### config.mk
export PLATFORM = sky130hd
export DESIGN_NAME = ula_req_arbiter_flat
export DESIGN_NICKNAME = d
export VERILOG_FILES = /design/src/rtl/ula_ctrl_pkg.sv /design/src/rtl/ula_req_arbiter_if.sv /design/src/rtl/ula_rr_pick.sv /design/src/rtl/ula_req_arbiter.sv /design/src/flat_wrapper.sv
export SDC_FILE = /design/constraint.sdc
export NUM_CORES = 1
export LEC_CHECK = 0
export BUFFER_PORTS_ARGS = -buffer_cell sky130_fd_sc_hd__buf_4
export CAP_MARGIN = 40
export CORE_MARGIN = 3
export CORE_UTILIZATION = 48
export CTS_BUF_LIST = sky130_fd_sc_hd__clkbuf_16
export DETAILED_ROUTE_END_ITERATION = 8
export PLACE_DENSITY = 0.92
export SYNTH_ARGS = -nofsm -noshare
export SYNTH_HDL_FRONTEND = slang
export SYNTH_HIERARCHICAL = 1
export SYNTH_SLANG_ARGS = --single-unit
export TNS_END_PERCENT = 50
### constraint.sdc
create_clock -name clk_ula -period 3.3 [get_ports clk_ula]
set_input_delay 0.495 -clock clk_ula [delete_from_list [all_inputs] [get_ports clk_ula]]
set_output_delay 0.495 -clock clk_ula [all_outputs]
set_load 0.02 [all_outputs]
### src/rtl/ula_ctrl_pkg.sv
// Shared widths and FSM state type for the ULA request arbiter.
package ula_ctrl_pkg;
  localparam int A_W   = 16;
  localparam int SEL_W = 2;
  localparam int OP_W  = 2;
  localparam int D_W   = 32;

  typedef enum logic [1:0] {IDLE, ISSUE, WAIT, RESP} ula_arb_state_t;
endpackage

### src/rtl/ula_req_arbiter_if.sv
// Requester-side bus (many masters, one arbiter) and ULA-side bus (arbiter to ULA slave).
interface ula_req_arbiter_if #(
  parameter int NREQ = 4
);
  import ula_ctrl_pkg::*;

  logic [NREQ-1:0]       req_valid;
  logic [NREQ*A_W-1:0]   req_A;
  logic [NREQ*SEL_W-1:0] req_reg_sel;
  logic [NREQ*OP_W-1:0]  req_instru;
  logic [NREQ-1:0]       req_ready;
  logic [NREQ-1:0]       rsp_valid;
  logic [D_W-1:0]        rsp_data;
  logic                  rsp_err;

  modport master (
    output req_valid, req_A, req_reg_sel, req_instru,
    input  req_ready, rsp_valid, rsp_data, rsp_err
  );

  modport slave (
    input  req_valid, req_A, req_reg_sel, req_instru,
    output req_ready, rsp_valid, rsp_data, rsp_err
  );
endinterface

interface ula_bus_if;
  import ula_ctrl_pkg::*;

  logic [A_W-1:0]   ula_A;
  logic [SEL_W-1:0] ula_reg_sel;
  logic [OP_W-1:0]  ula_instru;
  logic             ula_valid;
  logic [D_W-1:0]   ula_data;
  logic             ula_valid_out;

  modport master (
    output ula_A, ula_reg_sel, ula_instru, ula_valid,
    input  ula_data, ula_valid_out
  );

  modport slave (
    input  ula_A, ula_reg_sel, ula_instru, ula_valid,
    output ula_data, ula_valid_out
  );
endinterface

### src/rtl/ula_rr_pick.sv
// Combinational round-robin picker: first set request at or after ptr, wrapping mod NREQ.
module ula_rr_pick #(
  parameter int NREQ = 4,
  parameter int IW   = (NREQ > 1) ? $clog2(NREQ) : 1
) (
  input  logic [NREQ-1:0] req,
  input  logic [IW-1:0]   ptr,
  output logic [NREQ-1:0] grant,
  output logic [IW-1:0]   idx,
  output logic            any
);
  always_comb begin
    grant = '0;
    idx   = '0;
    any   = 1'b0;
    for (int k = 0; k < NREQ; k++) begin
      if (!any && req[(int'(ptr) + k) % NREQ]) begin
        any = 1'b1;
        grant[(int'(ptr) + k) % NREQ] = 1'b1;
        idx = IW'((int'(ptr) + k) % NREQ);
      end
    end
  end
endmodule

### src/rtl/ula_req_arbiter.sv
// Round-robin arbiter sharing one ULA between NREQ requesters, one transaction in flight,
// with a WAIT timeout and a saturating counter of unsolicited ULA completions.
module ula_req_arbiter
  import ula_ctrl_pkg::*;
#(
  parameter int NREQ    = 4,
  parameter int TIMEOUT = 64
) (
  input  logic             clk_ula,
  input  logic             rst,
  ula_req_arbiter_if.slave req_bus,
  ula_bus_if.master        ula_bus,
  output logic             busy,
  output logic [7:0]       stray_cnt
);
  localparam int IW = (NREQ > 1) ? $clog2(NREQ) : 1;
  localparam int WW = $clog2(TIMEOUT);

  ula_arb_state_t   state, state_nxt;
  logic [IW-1:0]    rr_ptr;
  logic [IW-1:0]    gnt_idx;
  logic [IW-1:0]    pick_idx;
  logic [NREQ-1:0]  pick_gnt;
  logic             pick_any;
  logic [WW-1:0]    wcnt;
  logic             timeout_hit;
  logic [A_W-1:0]   a_q;
  logic [SEL_W-1:0] sel_q;
  logic [OP_W-1:0]  ins_q;
  logic [D_W-1:0]   res_q;
  logic             err_q;

  function automatic logic [7:0] sat_inc(input logic [7:0] v);
    return (v == 8'hFF) ? v : v + 8'd1;
  endfunction

  ula_rr_pick #(.NREQ(NREQ), .IW(IW)) u_pick (
    .req  (req_bus.req_valid),
    .ptr  (rr_ptr),
    .grant(pick_gnt),
    .idx  (pick_idx),
    .any  (pick_any)
  );

  assign timeout_hit = (wcnt == WW'(TIMEOUT - 1));

  always_ff @(posedge clk_ula) begin
    if (rst) begin
      state     <= IDLE;
      rr_ptr    <= '0;
      wcnt      <= '0;
      stray_cnt <= '0;
    end else begin
      state <= state_nxt;
      if (state == ISSUE)
        wcnt <= '0;
      else if (state == WAIT && !timeout_hit)
        wcnt <= wcnt + 1'b1;
      if (state == RESP)
        rr_ptr <= (gnt_idx == IW'(NREQ - 1)) ? '0 : gnt_idx + 1'b1;
      if ((state == IDLE || state == RESP) && ula_bus.ula_valid_out)
        stray_cnt <= sat_inc(stray_cnt);
    end
  end

  // Operand and result latches carry no reset: every consumer is gated by state.
  always_ff @(posedge clk_ula) begin
    if (state == IDLE && pick_any) begin
      gnt_idx <= pick_idx;
      a_q     <= req_bus.req_A[A_W*pick_idx +: A_W];
      sel_q   <= req_bus.req_reg_sel[SEL_W*pick_idx +: SEL_W];
      ins_q   <= req_bus.req_instru[OP_W*pick_idx +: OP_W];
    end
    if ((state == ISSUE || state == WAIT) && ula_bus.ula_valid_out) begin
      res_q <= ula_bus.ula_data;
      err_q <= 1'b0;
    end else if (state == WAIT && timeout_hit) begin
      res_q <= '0;
      err_q <= 1'b1;
    end
  end

  always_comb begin
    state_nxt           = state;
    req_bus.req_ready   = '0;
    req_bus.rsp_valid   = '0;
    req_bus.rsp_data    = '0;
    req_bus.rsp_err     = 1'b0;
    ula_bus.ula_A       = '0;
    ula_bus.ula_reg_sel = '0;
    ula_bus.ula_instru  = '0;
    ula_bus.ula_valid   = 1'b0;
    busy                = 1'b0;

    unique case (state)
      IDLE:    if (pick_any) state_nxt = ISSUE;
      ISSUE:   state_nxt = ula_bus.ula_valid_out ? RESP : WAIT;
      WAIT:    if (ula_bus.ula_valid_out || timeout_hit) state_nxt = RESP;
      RESP:    state_nxt = IDLE;
      default: state_nxt = IDLE;
    endcase

    // Outputs are held quiet during reset so no accept or response leaks out.
    if (!rst) begin
      busy = (state != IDLE);
      case (state)
        IDLE: req_bus.req_ready = pick_gnt;
        ISSUE: begin
          ula_bus.ula_valid   = 1'b1;
          ula_bus.ula_A       = a_q;
          ula_bus.ula_reg_sel = sel_q;
          ula_bus.ula_instru  = ins_q;
        end
        WAIT: begin
          ula_bus.ula_A       = a_q;
          ula_bus.ula_reg_sel = sel_q;
          ula_bus.ula_instru  = ins_q;
        end
        RESP: begin
          req_bus.rsp_valid[gnt_idx] = 1'b1;
          req_bus.rsp_data           = res_q;
          req_bus.rsp_err            = err_q;
        end
        default: ;
      endcase
    end
  end
endmodule

### src/flat_wrapper.sv
// flat-port wrapper written by rule: the top's interface ports become plain ports
module ula_req_arbiter_flat import ula_ctrl_pkg::*;
#(
  parameter int NREQ    = 4,
  parameter int TIMEOUT = 64
)
  (clk_ula, rst, busy, stray_cnt, req_bus_req_valid, req_bus_req_A, req_bus_req_reg_sel, req_bus_req_instru, req_bus_req_ready, req_bus_rsp_valid, req_bus_rsp_data, req_bus_rsp_err, ula_bus_ula_A, ula_bus_ula_reg_sel, ula_bus_ula_instru, ula_bus_ula_valid, ula_bus_ula_data, ula_bus_ula_valid_out);
  ula_req_arbiter_if #(.NREQ(NREQ)) req_bus_i ();
  ula_bus_if ula_bus_i ();
  input  logic clk_ula;
  input  logic rst;
  output logic busy;
  output logic [7:0] stray_cnt;
  input wire logic [$bits(req_bus_i.req_valid)-1:0] req_bus_req_valid;
  input wire logic [$bits(req_bus_i.req_A)-1:0] req_bus_req_A;
  input wire logic [$bits(req_bus_i.req_reg_sel)-1:0] req_bus_req_reg_sel;
  input wire logic [$bits(req_bus_i.req_instru)-1:0] req_bus_req_instru;
  output wire logic [$bits(req_bus_i.req_ready)-1:0] req_bus_req_ready;
  output wire logic [$bits(req_bus_i.rsp_valid)-1:0] req_bus_rsp_valid;
  output wire logic [$bits(req_bus_i.rsp_data)-1:0] req_bus_rsp_data;
  output wire logic [$bits(req_bus_i.rsp_err)-1:0] req_bus_rsp_err;
  output wire logic [$bits(ula_bus_i.ula_A)-1:0] ula_bus_ula_A;
  output wire logic [$bits(ula_bus_i.ula_reg_sel)-1:0] ula_bus_ula_reg_sel;
  output wire logic [$bits(ula_bus_i.ula_instru)-1:0] ula_bus_ula_instru;
  output wire logic [$bits(ula_bus_i.ula_valid)-1:0] ula_bus_ula_valid;
  input wire logic [$bits(ula_bus_i.ula_data)-1:0] ula_bus_ula_data;
  input wire logic [$bits(ula_bus_i.ula_valid_out)-1:0] ula_bus_ula_valid_out;
  assign req_bus_i.req_valid = req_bus_req_valid;
  assign req_bus_i.req_A = req_bus_req_A;
  assign req_bus_i.req_reg_sel = req_bus_req_reg_sel;
  assign req_bus_i.req_instru = req_bus_req_instru;
  assign req_bus_req_ready = req_bus_i.req_ready;
  assign req_bus_rsp_valid = req_bus_i.rsp_valid;
  assign req_bus_rsp_data = req_bus_i.rsp_data;
  assign req_bus_rsp_err = req_bus_i.rsp_err;
  assign ula_bus_ula_A = ula_bus_i.ula_A;
  assign ula_bus_ula_reg_sel = ula_bus_i.ula_reg_sel;
  assign ula_bus_ula_instru = ula_bus_i.ula_instru;
  assign ula_bus_ula_valid = ula_bus_i.ula_valid;
  assign ula_bus_i.ula_data = ula_bus_ula_data;
  assign ula_bus_i.ula_valid_out = ula_bus_ula_valid_out;
  ula_req_arbiter #(.NREQ(NREQ), .TIMEOUT(TIMEOUT)) u_core (.clk_ula(clk_ula), .rst(rst), .req_bus(req_bus_i), .ula_bus(ula_bus_i), .busy(busy), .stray_cnt(stray_cnt));
endmodule
==> reports/results.txt, run 1 <==
Pre-Repair DR Iteration Count: 5
# fillers: 570
Gr usage total: 0.225
CTS tree: built
Startpoint Class: register
First-pass GRT wire length: 17.2 mm
Initial DRC Count: 167
Slew margin rel.: 0.656
LEAKAGE: 0.00268 uW
Number of buffers created by CTS: 9
Setup ws final: 0.282 ns
Most common cell in the netlist: and2_1
Async set-reset flop share out of synthesis: 0
Clock buffer depth: 2
Syn Inst Count: 350
Primary FF master, synth: edfxtp_1
Post-synthesis sequential area ratio: 0.476
Fmax: 331 MHz
ANT nets after route: 0
FF+latch count, synth: 73
Die height: 99.6 um
RSZ-0062 raised after global routing: false
Maxcap violations: 0
Initial Util: 0.504
Sum Neg Setup Slack: 0 ns
Via density per instance: 5.49
Slowest stage delay, CP: 0.68 ns
Initial antenna violation count: 0
Drt total wl: 11.2 mm
CTS Sinks: 73
Worst Path Max Fanout: 13
Area Overhead vs Synth: 43.2%
Port Buf Inserts: 189
Synth Area in XOR/XNOR: 0.00625
Setup violators final: 0
Io pins: 190
Worst slew pin tran: 0.515 ns
Clk Latency, worst-skew pair: 0.32 ns
Pre-CTS WS: 0.284 ns
EDFF count, synth: 54
WP buf/inv: 2
Setup Buffers After CTS: 0
Area share of the largest cell type after synthesis: 0.386
Largest net degree at the start of global routing: 40
Core Area: 8340 um^2
Fin nets: 669
Clk slew on worst S/H paths: 0.06 ns
Fraction of synthesized area in multiplexers: 0.153
WP data required: 2.80 ns
Fin. max-slew vios: 0
Diode count: 0
Via count: 3543
Die ar.: 9910 um^2
Tcrit/Tclk final: 0.914
CTS resizes: 0
Synth warn: 6
Crit-path slowest cell: mux4_2
Crit-path cells: buf_4 > mux4_2 > nor4b_4 > a22oi_1 > o21ai_0 > and2_1 > buf_4
Synth area leaders: edfxtp_1, mux4_2, and2_1, dfxtp_1, and3_1
Clock Skew: 0.00845 ns
Layout cells sized above 1: 0.457
GP Congestion: 0.843
Max IR drop VDD: 404 uV
Leading area contributor after synthesis: edfxtp_1
Synth Net Count: 484
Largest family of logic cells by synthesized area: simple AND/OR/NAND/NOR gates
Post-DP HPWL: 8.85 mm
Adder-Cell Fraction of Synth Area: 0.0447
Chip width: 99.6 um
Total grt overflow: 0
H-tree levels: 3
Number of global-route vias before repair: 3464
Minimum clock period: 3.02 ns
Worst setup EP type: output port
WS Path Type: reg2out
Synthesized area per cell: 12.0 um^2
Synth cell types: 48
Hold Path Class: in2reg
Simple-gate portion of the synthesized area: 0.219
Status: finished, final reports clean
Post-Synthesis Cell Area: 4200 um^2
Post-synthesis compound-gate area fraction: 0.0649
Top delay family on crit path: multiplexers
Most used cell, CP: buf_4
Synth top cells by count: and2_1, edfxtp_1, and3_1
Row count: 33
Drt wl/cell: 17.4 um
Hold buffer count at cts: 0
Root buf cell: clkbuf_16
Fin. Hold Viols: 0
# DRC: 0
PD cells: 669 nW/um^2
Arr. time, crit path: 2.52 ns
==> layer usage <==
| layer | routed length [um] | part of all wire | track usage | vias up |
|---|---|---|---|---|
| met3 | 1000 | 0.089 | 0.0512 | 19 |
| met5 | 0 | 0 | 0 | - |
| met4 | 281 | 0.025 | 0.111 | 0 |
| met2 | 5810 | 0.52 | 0.396 | 197 |
| met1 | 4150 | 0.37 | 0.256 | 1654 |
| li1 | - | - | - | 1673 |
==> metrics by stage <==
step / area (um^2) / hold WS (ns) / instances / utilization / total power, uW
2_1_floorplan: 4200 / 0.457 / 350 / - / 2540
3_3_place_gp: 5690 / 0.472 / 626 / 0.682 / 3000
3_5_place_dp: 5730 / 0.494 / 629 / 0.687 / 3130
4_1_cts: 6020 / 0.470 / 645 / 0.722 / 4060
5_1_grt: 6020 / 0.481 / 645 / 0.722 / 4250
6_report: 6020 / 0.487 / 645 / 0.722 / 4030
==> placed cells by master (no fill, tap or decap), drive strengths merged, types with 4 or more instances in the layout <==
cell	synthesis	layout
clkbuf	18	9
clkinv	0	4
mux2i	6	6
buf	6	198
mux4	24	24
a21oi	8	8
nand3	7	7
dfxtp	19	19
nand2	7	7
inv	9	11
nor3	8	8
nor2	20	20
and3	33	33
edfxtp	54	54
nor2b	5	5
o21ai	9	9
and2	62	62
a22oi	8	8
ha	15	15
==> cell families after synthesis <==
logic type | count (synthesis)
compound gates | 39
xor+xnor | 3
fa+ha+maj | 15
buf+inv | 33
flops | 73
mux | 33
simple gates | 154
==> area by class of cell <==
class | instances | area (um^2) | share of cell area
multi-input cells | 244 | 2060 | 0.342
inverters | 9 | 33.8 | 0.00561
clock buffers | 9 | 225 | 0.0374
flip-flops and latches | 73 | 2000 | 0.333
well taps | 105 | 131 | 0.0218
repair buffers | 198 | 1500 | 0.249
clock inverters | 7 | 65.1 | 0.0108
==> registers in the layout (all words and copies together), names as in the netlist <==
signal / count
u_core/gnt_idx: 2
u_core/sel_q: 2
u_core/state: 2
u_core/stray_cnt: 8
u_core/a_q: 16
u_core/err_q: 1
u_core/ins_q: 2
u_core/rr_ptr: 2
u_core/res_q: 32
u_core/wcnt: 6
==> final timing paths <==
path	from	end	slack [ns]	cells after the start
min reg2reg	u_core/err_q	u_core/err_q	0.51	2
min	ula_bus_ula_data[27]	u_core/res_q[27]	0.49	2
max	u_core/rr_ptr[0]	req_bus_req_ready[1]	0.28	7
max reg2reg	u_core/rr_ptr[1]	u_core/sel_q[1]	0.30	8
==> report_power, final <==
group          switching, uW  leakage [uW]  internal, uW
clock                    348      0.000152           578
combinational            878       0.00185           735
sequential              88.6      0.000677          1400
No activity file was read; power rests on OpenSTA's default activity.
==> run 2: changes to the inputs <==
PLACE_DENSITY = 0.83   (was 0.92)
==> reports/results.txt, run 2 (synthesis results as in run 1) <==
Slowest stage delay, CP: 0.53 ns (-0.15 ns)
Port Buf Inserts: 189 (unchanged)
WP data required: 3.36 ns (+0.56 ns)
Worst Path Max Fanout: 11 (-2)
Max IR drop VDD: 339 uV (-16%)
Via density per instance: 5.43 (-1.2%)
Area of the multi-input gates: 2060 um^2 (+0.12%)
CTS tree: built
# fillers: 591 (+3.7%)
Hold buffer count at cts: 0 (unchanged)
Pre-Repair DR Iteration Count: 5 (unchanged)
Most used cell, CP: mux4_2
Drt total wl: 11.2 mm (-0.21%)
Placed inst area: 5760 um^2 (+0.46%)
Gr usage total: 0.223 (-0.00188)
Max reg flops: 32 (unchanged)
Fin. Hold Viols: 0 (unchanged)
R2R Setup Slk: 0.17 ns (-0.13 ns)
Hold Path Class: in2reg
Min-delay src: ula_bus_ula_data[21]
R2R Path End: u_core/a_q[10]
Chip width: 99.6 um (unchanged)
Tcrit/Tclk final: 0.949 (+0.0343)
Post-route design area: 6060 um^2 (+0.75%)
Sum Neg Setup Slack: 0 ns (unchanged)
RSZ-0062 raised after global routing: false
Clk Latency, worst-skew pair: 0.33 ns (about the same)
Crit-path slowest cell: a32o_1
Clock Skew: 0.00988 ns (+0.00143 ns)
Initial antenna violation count: 0 (unchanged)
Layout cells sized above 1: 0.462 (+0.00484)
Largest net degree at the start of global routing: 40 (unchanged)
Biggest regs: u_core/res_q x32, u_core/a_q x16, u_core/stray_cnt x8
Via count: 3516 (-0.76%)
Io pins: 190 (unchanged)
WS Path Type: reg2reg
Register cell area after layout: 2000 um^2 (about the same)
LEAKAGE: 0.00269 uW (+0.45%)
Root buf cell: clkbuf_16
Initial DRC Count: 157 (-6.0%)
Worst slew pin tran: 0.537 ns (+0.0223 ns)
Drt wl/cell: 17.3 um (-0.68%)
Initial Util: 0.504 (unchanged)
ANT nets after route: 0 (unchanged)
PD cells: 675 nW/um^2 (+0.85%)
Number of buffers created by CTS: 9 (unchanged)
Setup violators final: 0 (unchanged)
Number of global-route vias before repair: 3487 (+0.66%)
Clock buffer depth: 2 (unchanged)
# DRC: 0 (unchanged)
GP Congestion: 0.908 (+7.7%)
Fin. max-slew vios: 0 (unchanged)
R2R cell count: 7 (-1)
Reg with most FFs: u_core/res_q
Worst setup EP type: register
Most common cell after layout, fill and taps aside: buf_4
Area Overhead vs Synth: 44.3%
Hold Path Stages: 2 (unchanged)
Clk slew on worst S/H paths: 0.06 ns (about the same)
Die ar.: 9910 um^2 (unchanged)
Reg-to-Reg Start: u_core/rr_ptr[0]
Hold EP: u_core/res_q[21]
Minimum clock period: 3.13 ns (+0.113 ns)
Post-DP HPWL: 8.57 mm (-3.2%)
Core Area: 8340 um^2 (unchanged)
Most frequent cells in the layout: buf_4, and2_1, edfxtp_1
Arr. time, crit path: 3.19 ns (+0.67 ns)
Die height: 99.6 um (unchanged)
Fin nets: 672 (+0.45%)
Fin Hold WS: 0.489 ns (+0.00184 ns)
Row count: 33 (unchanged)
Diode count: 0 (unchanged)
Crit-path cells: inv_1 > ha_1 > mux4_2 > o311ai_0 > a32o_1 > buf_6 > mux4_2
Maxcap violations: 0 (unchanged)
H-tree levels: 3 (unchanged)
Startpoint Class: register
Fmax: 319 MHz (-3.6%)
Status: finished, final reports clean
CTS Sinks: 73 (unchanged)
First-pass GRT wire length: 17.2 mm (about the same)
Total grt overflow: 0 (unchanged)
Slew margin rel.: 0.642 (-0.0142)
[run 2: per-layer routing]
| layer | global-route usage | routed length (um) |
|---|---|---|
| met5 | 0 | 0 |
| met2 | 0.378 | 5680 |
| met4 | 0.107 | 359 |
| met1 | 0.264 | 4230 |
| met3 | 0.0568 | 945 |
[run 2: final cells by class]
type                       instances  share of cell area
multi-input combinational        244               0.340
tap                              105              0.0217
clock inverter                     7              0.0103
timing repair buffer             201               0.255
sequential                        73               0.330
clock buffer                       9              0.0371
inverter                           9             0.00557
[run 2: report_power, final]
group,switching (uW),internal [uW],leakage [uW]
Clock,360,577,0.000142
Combinational,887,764,0.00187
Sequential,103,1400,0.000678
[run 2: worst max-delay path by stage]
stage          slack, ns        startpoint  depth (start not counted)              endpoint
2_1_floorplan       0.39  u_core/rr_ptr[0]                         10         u_core/a_q[0]
3_3_place_gp        0.16  u_core/rr_ptr[1]                          6         u_core/a_q[9]
3_5_place_dp        0.14  u_core/rr_ptr[1]                          7         u_core/a_q[6]
4_1_cts             0.12  u_core/rr_ptr[1]                          7        u_core/a_q[10]
5_1_grt             0.07  u_core/rr_ptr[0]                          8  req_bus_req_ready[0]
6_report            0.17  u_core/rr_ptr[0]                          7        u_core/a_q[10]
[run 2: worst max-delay path, delay by kind of cell (launching register included)]
kind                     cells  cell delay (ns)
flip-flops                   1             0.45
multiplexers                 2             0.77
AO/OA/AOI/OAI                2             0.94
buffers and inverters        2             0.33
adder cells (fa/ha/maj)      1             0.38
[run 2: timing repair]
item | CTS | global route
buffers inserted | 0 | 1
gates resized for setup | 0 | 1
endpoints found under the setup margin | 0 | 13
[run 2: through the flow]
stage | setup slack, ns | utilization | power, uW | std cells
floorplan | 0.388 | - | 2540 | 350
global placement | 0.164 | 0.687 | 3040 | 629
detailed placement | 0.137 | 0.690 | 3130 | 631
CTS | 0.116 | 0.725 | 4090 | 647
global route | 0.0698 | 0.727 | 4310 | 648
finish | 0.169 | 0.727 | 4090 | 648
